### src/rtl/mac_sequencer_if.sv
// mac_sequencer_if: operand stream, accumulator drive and result port of the MAC sequencer.
interface mac_sequencer_if #(
    parameter int DEPTH = 16
);
    localparam int AW = $clog2(DEPTH);
    logic          in_valid;
    logic          in_ready;
    logic [3:0]    in_a;
    logic [3:0]    in_b;
    logic          in_last;
    logic [3:0]    mac_a;
    logic [3:0]    mac_b;
    logic          mac_clken;
    logic          mac_clear;
    logic [7:0]    mac_result;
    logic          out_valid;
    logic          out_ready;
    logic [7:0]    out_result;
    logic [AW:0]   out_count;
    logic          busy;
    modport slave (
        input  in_valid, in_a, in_b, in_last, mac_result, out_ready,
        output in_ready, mac_a, mac_b, mac_clken, mac_clear, out_valid, out_result, out_count, busy
    );
    modport master (
        output in_valid, in_a, in_b, in_last, mac_result, out_ready,
        input  in_ready, mac_a, mac_b, mac_clken, mac_clear, out_valid, out_result, out_count, busy
    );
endinterface

### src/rtl/mac_sequencer.sv
// mac_sequencer: buffers one operand vector, feeds it to the accumulator every other cycle, flushes and returns the dot product.
module mac_sequencer #(
    parameter int DEPTH = 16
) (
    input  logic           clk,
    input  logic           reset_n,
    mac_sequencer_if.slave bus
);
    localparam int AW = $clog2(DEPTH);
    typedef enum logic [2:0] {LOAD, ISSUE, GAP, FLUSH, FLUSH_GAP, HOLD} state_t;
    state_t        r_state;
    state_t        w_next;
    logic [7:0]    r_buf [DEPTH];
    logic [AW-1:0] r_wr_idx;
    logic [AW-1:0] r_rd_idx;
    logic [AW:0]   r_count;
    logic [AW:0]   r_out_count;
    logic [7:0]    r_out_result;
    logic [7:0]    w_pair;
    logic          w_accept;
    logic          w_close;
    logic          w_last_rd;
    assign w_accept  = (r_state == LOAD) && bus.in_valid;
    // A full buffer closes the vector regardless of in_last
    assign w_close   = bus.in_last || (r_count == (AW+1)'(DEPTH - 1));
    assign w_last_rd = ({1'b0, r_rd_idx} + (AW+1)'(1)) == r_count;
    assign w_pair    = r_buf[r_rd_idx];
    always_ff @(posedge clk) begin
        if (!reset_n)
            r_state <= LOAD;
        else
            r_state <= w_next;
    end
    always_comb begin
        w_next = r_state;
        case (r_state)
            LOAD:      w_next = (w_accept && w_close) ? ISSUE : LOAD;
            ISSUE:     w_next = GAP;
            GAP:       w_next = w_last_rd ? FLUSH : ISSUE;
            FLUSH:     w_next = FLUSH_GAP;
            FLUSH_GAP: w_next = HOLD;
            HOLD:      w_next = bus.out_ready ? LOAD : HOLD;
            default:   w_next = LOAD;
        endcase
    end
    always_ff @(posedge clk) begin
        if (w_accept)
            r_buf[r_wr_idx] <= {bus.in_a, bus.in_b};
    end
    always_ff @(posedge clk) begin
        if (!reset_n) begin
            r_wr_idx     <= '0;
            r_rd_idx     <= '0;
            r_count      <= '0;
            r_out_result <= '0;
            r_out_count  <= '0;
        end else begin
            if (w_accept) begin
                r_wr_idx <= r_wr_idx + AW'(1);
                r_count  <= r_count + (AW+1)'(1);
                r_rd_idx <= '0;
            end
            if (r_state == GAP && !w_last_rd)
                r_rd_idx <= r_rd_idx + AW'(1);
            if (r_state == FLUSH_GAP) begin
                r_out_result <= bus.mac_result;
                r_out_count  <= r_count;
            end
            if (r_state == HOLD && bus.out_ready) begin
                r_wr_idx <= '0;
                r_count  <= '0;
            end
        end
    end
    assign bus.in_ready   = r_state == LOAD;
    assign bus.mac_clken  = (r_state == ISSUE) || (r_state == FLUSH);
    assign bus.mac_a      = (r_state == ISSUE) ? w_pair[7:4] : 4'd0;
    assign bus.mac_b      = (r_state == ISSUE) ? w_pair[3:0] : 4'd0;
    assign bus.mac_clear  = (r_state == ISSUE) && (r_rd_idx == '0);
    assign bus.out_valid  = r_state == HOLD;
    assign bus.out_result = r_out_result;
    assign bus.out_count  = r_out_count;
    assign bus.busy       = r_state != LOAD;
endmodule

### src/flat_wrapper.sv
// flat-port wrapper written by rule: the top's interface ports become plain ports
module mac_sequencer_flat 
#(
    parameter int DEPTH = 16
)
  (clk, reset_n, bus_in_valid, bus_in_a, bus_in_b, bus_in_last, bus_mac_result, bus_out_ready, bus_in_ready, bus_mac_a, bus_mac_b, bus_mac_clken, bus_mac_clear, bus_out_valid, bus_out_result, bus_out_count, bus_busy);
  mac_sequencer_if #(.DEPTH(DEPTH)) bus_i ();
  input  logic clk;
  input  logic reset_n;
  input wire logic [$bits(bus_i.in_valid)-1:0] bus_in_valid;
  input wire logic [$bits(bus_i.in_a)-1:0] bus_in_a;
  input wire logic [$bits(bus_i.in_b)-1:0] bus_in_b;
  input wire logic [$bits(bus_i.in_last)-1:0] bus_in_last;
  input wire logic [$bits(bus_i.mac_result)-1:0] bus_mac_result;
  input wire logic [$bits(bus_i.out_ready)-1:0] bus_out_ready;
  output wire logic [$bits(bus_i.in_ready)-1:0] bus_in_ready;
  output wire logic [$bits(bus_i.mac_a)-1:0] bus_mac_a;
  output wire logic [$bits(bus_i.mac_b)-1:0] bus_mac_b;
  output wire logic [$bits(bus_i.mac_clken)-1:0] bus_mac_clken;
  output wire logic [$bits(bus_i.mac_clear)-1:0] bus_mac_clear;
  output wire logic [$bits(bus_i.out_valid)-1:0] bus_out_valid;
  output wire logic [$bits(bus_i.out_result)-1:0] bus_out_result;
  output wire logic [$bits(bus_i.out_count)-1:0] bus_out_count;
  output wire logic [$bits(bus_i.busy)-1:0] bus_busy;
  assign bus_i.in_valid = bus_in_valid;
  assign bus_i.in_a = bus_in_a;
  assign bus_i.in_b = bus_in_b;
  assign bus_i.in_last = bus_in_last;
  assign bus_i.mac_result = bus_mac_result;
  assign bus_i.out_ready = bus_out_ready;
  assign bus_in_ready = bus_i.in_ready;
  assign bus_mac_a = bus_i.mac_a;
  assign bus_mac_b = bus_i.mac_b;
  assign bus_mac_clken = bus_i.mac_clken;
  assign bus_mac_clear = bus_i.mac_clear;
  assign bus_out_valid = bus_i.out_valid;
  assign bus_out_result = bus_i.out_result;
  assign bus_out_count = bus_i.out_count;
  assign bus_busy = bus_i.busy;
  mac_sequencer #(.DEPTH(DEPTH)) u_core (.clk(clk), .reset_n(reset_n), .bus(bus_i));
endmodule
### config.mk
export PLATFORM = sky130hd
export DESIGN_NAME = mac_sequencer_flat
export DESIGN_NICKNAME = d
export VERILOG_FILES = /design/src/rtl/mac_sequencer_if.sv /design/src/rtl/mac_sequencer.sv /design/src/flat_wrapper.sv
export SDC_FILE = /design/constraint.sdc
export NUM_CORES = 1
export LEC_CHECK = 0
export ABC_CLOCK_PERIOD_IN_PS = 3400
export CORE_ASPECT_RATIO = 2
export CORE_MARGIN = 1.5
export CORE_UTILIZATION = 60
export CTS_CLUSTER_SIZE = 40
export DETAILED_ROUTE_END_ITERATION = 8
export DONT_BUFFER_PORTS = 1
export PLACE_DENSITY = 0.82
export SYNTH_ARGS = -nofsm -noshare
export SYNTH_HDL_FRONTEND = slang
export SYNTH_SLANG_ARGS = --single-unit
### constraint.sdc
create_clock -name clk -period 3.4 [get_ports clk]
set_input_delay 0.34 -clock clk [delete_from_list [all_inputs] [get_ports clk]]
set_output_delay 0.34 -clock clk [all_outputs]
set_load 0.01 [all_outputs]
==> out/results.md <==
### Status
• finished clean — status

### Route
• 13.6 mm — wirelength, routed
• 6.18 — ratio of routed vias to standard cells
• 24.1 µm — per-cell routed wire length
• 0 — residual antenna-violating net count after detailed routing
• 5 — First-pass DRT Iterations
• 0 — remaining routing DRC violations
• 3,499 — via count
• 342 — initial detailed-routing violation count

### Logic synthesis
• 6460 µm² — Synth Cell Area
• 387 — gate count of the mapped netlist
• 16.7 µm² — per-instance average area after synthesis
• 0 — fraction of registers with async set or reset after synthesis
• sky130_fd_sc_hd__edfxtp_1 — Post-synth top flop
• 0.595 — top cell type's share of synthesized area
• 0.698 — sequential fraction of the synthesis area
• 39 — Synth cell types
• 0 — number of warnings reported in the yosys synthesis log
• 416 — syn nets
• 128 — EDFF count, synth
• sky130_fd_sc_hd__edfxtp_1, sky130_fd_sc_hd__mux4_2, sky130_fd_sc_hd__dfxtp_1 — leading cell types by total area after synthesis
• sky130_fd_sc_hd__edfxtp_1 — largest area contributor in the netlist
• 161 — #FFs+latches synth

### Critical path
• output port — critical path capture point type
• 3.06 ns — Data required, critical path
• 2.67 ns — arrival time at the worst endpoint
• sky130_fd_sc_hd__mux4_2 — Most Frequent Cell on Critical Path
• flip-flop — crit start category
• 14 — maximum fanout along the worst path
• sky130_fd_sc_hd__dfxtp_2 — Critical-path top delay cell
• buf_4 > mux4_2 > mux4_2 > nor2b_1 — sequence of cells on the critical path
• flip-flop to output port — start-to-end type of the worst setup path
• multiplexers — cell class contributing the biggest share of worst-path delay
• 1 — combined buffer and inverter count along the critical path
• 0.64 ns — max incr delay on CP

### Floorplanning
• 0.616 — Initial Util
• 47 — number of placed I/O pins
• 76.4 µm — width of the chip
• 53 — std cell rows
• 10,500 µm² — Core Box Area
• 11,400 µm² — area of the die
• 150 µm — chip height

### Job
• 0 — number of violations of the max-capacitance limit

### CTS
• 0.42 ns — clock insertion delay at the later pin of the skew report
• sky130_fd_sc_hd__clkbuf_16 — buffer cell driving the clock tree root
• 0.06 ns — CTS clock-pin slew for the worst setup and hold paths
• 4 — H-tree levels
• 17 — total CTS buffers
• 0 — number of buffers inserted by post-CTS setup repair
• 2 — clock buffer depth
• yes — CTS tree
• 161 — TritonCTS sink count

### GRT
• 0 — antenna violations before repair
• 0 — grt total ovfl
• 33 — largest net degree at the start of global routing
• 0.251 — Global Route Usage Sum
• 3,574 — vias in the first global route
• 20.0 mm — wire length of the first global-routing pass

### Min path
• primary input to flip-flop — class of the most critical hold timing path

### Cells and area
• sky130_fd_sc_hd__edfxtp_1, sky130_fd_sc_hd__nand2_1, sky130_fd_sc_hd__mux4_2 — most frequent cells in the layout
• 0 — # diodes
• 731 — FILL cells
• 566 — number of cells in the finished layout apart from fillers
• 12.8% — post-synthesis to final-layout area growth
• sky130_fd_sc_hd__edfxtp_1 — commonest non-fill, non-tap cell in the layout
• 0.210 — fraction of final layout cells sized beyond drive strength 1
• 445 — Net count, final

### STA
• 0.332 GHz — maximum frequency from static timing analysis
• 0.878 ns — worst slew pin tran
• 3.01 ns — minimum clock period after layout
• 0.00670 ns — Worst Clk Skew
• no — setup repair after global routing missed its margin
• 0.386 ns — min setup slack post-route
• 0.399 — Max-Slew Margin vs Limit
• 0 — number of pins with negative max-slew slack in the final report
• 0 ns — setup TNS after final layout
• 0 — final number of hold-violating endpoints
• 0.0173 ns — Min Hold Slack
• 0.886 — final worst-path cycle share
• 0 — final setup violating endpoints

### Place
• 523 — number of placed instances, taps included
• 0 — number of buffers added on ports
• 0.671 ns — post-placement worst setup slack
• 0.852 — routability-driven placement congestion ratio
• 8.71 mm — HPWL after detailed placement

### Power
• 0.00234 µW — leakage component of the power
• 381 µV — highest ir drop seen on vdd
• 552 nW/µm² — PwrDens
• 4020 µW — Pwr Total

==> layout make-up <==
| type | instances | area [µm²] | area share |
|---|---|---|---|
| Sequential cell | 161 | 4510 | 0.619 |
| Multi-Input combinational cell | 199 | 1820 | 0.250 |
| Clock buffer | 21 | 440 | 0.0605 |
| Timing Repair Buffer | 30 | 253 | 0.0347 |
| Tap cell | 137 | 171 | 0.0235 |
| Clock inverter | 11 | 67.6 | 0.00928 |
| Inverter | 7 | 26.3 | 0.00361 |
==> cell usage after synthesis (3+ instances only) <==
master                     instances
sky130_fd_sc_hd__xor2_1            6
sky130_fd_sc_hd__nor3_1            7
sky130_fd_sc_hd__inv_1             7
sky130_fd_sc_hd__nor2b_1          11
sky130_fd_sc_hd__and2_1            3
sky130_fd_sc_hd__nand2b_1          7
sky130_fd_sc_hd__dfxtp_1          33
sky130_fd_sc_hd__nor2_1           23
sky130_fd_sc_hd__buf_2             3
sky130_fd_sc_hd__buf_6             3
sky130_fd_sc_hd__edfxtp_1        128
sky130_fd_sc_hd__buf_1             5
sky130_fd_sc_hd__a21oi_1          22
sky130_fd_sc_hd__nand2_1          42
sky130_fd_sc_hd__clkbuf_1          8
sky130_fd_sc_hd__ha_1              8
sky130_fd_sc_hd__mux4_2           40
sky130_fd_sc_hd__xnor2_1           4
==> worst paths after layout <==
check	start	endpoint	slack, ns	cells past startpoint
max	flip-flop	bus_mac_a[0]	0.39	4
min reg2reg	u_core.bus.out_result[4]	u_core.bus.out_result[4]	0.50	2
min	bus_in_a[2]	u_core.r_buf[6][6]	0.02	0
max reg2reg	u_core.r_state[2]	u_core.r_buf[9][1]	0.67	5
==> metal layers <==
metal / track usage / vias up / part of all wire
met5: 0 / - / 0
met4: 0.136 / 0 / 0.040
met3: 0.0701 / 41 / 0.062
met2: 0.466 / 168 / 0.57
met1: 0.249 / 1749 / 0.33
li1: - / 1541 / -
==> registers in the layout, indices dropped and copies added (netlist names), named ones only <==
signal,cells
u_core.r_wr_idx,4
u_core.r_state,3
u_core.bus.out_result,8
u_core.r_rd_idx,4
u_core.r_buf,128
u_core.bus.out_count,5
u_core.r_count,5
==> metrics by stage <==
stage / area [µm²] / util
6_report: 7280 / 0.695
5_1_grt: 7280 / 0.695
4_1_cts: 7170 / 0.685
3_5_place_dp: 6670 / 0.636
3_3_place_gp: 6670 / 0.636
2_1_floorplan: 6460 / -
==> cell families after synthesis <==
group,count (synthesis),synth area share
multiplexers,40,0.140
XOR/XNOR,10,0.0136
flip-flops,161,0.698
AO/OA/AOI/OAI,40,0.0413
buffers and inverters,27,0.0203
adder cells (fa/ha/maj),8,0.0155
AND/OR/NAND/NOR,101,0.0721
==> power by group <==
group	internal, µW	switching [µW]
clock network	926	720
logic	84.8	106
registers	2160	26.0
==> repair_timing <==
action,CTS,global route
endpoints found under the hold margin,0,34
gates resized for setup,0,0
hold buffers,0,11
Note: power is estimated with default switching activity, not from simulation.
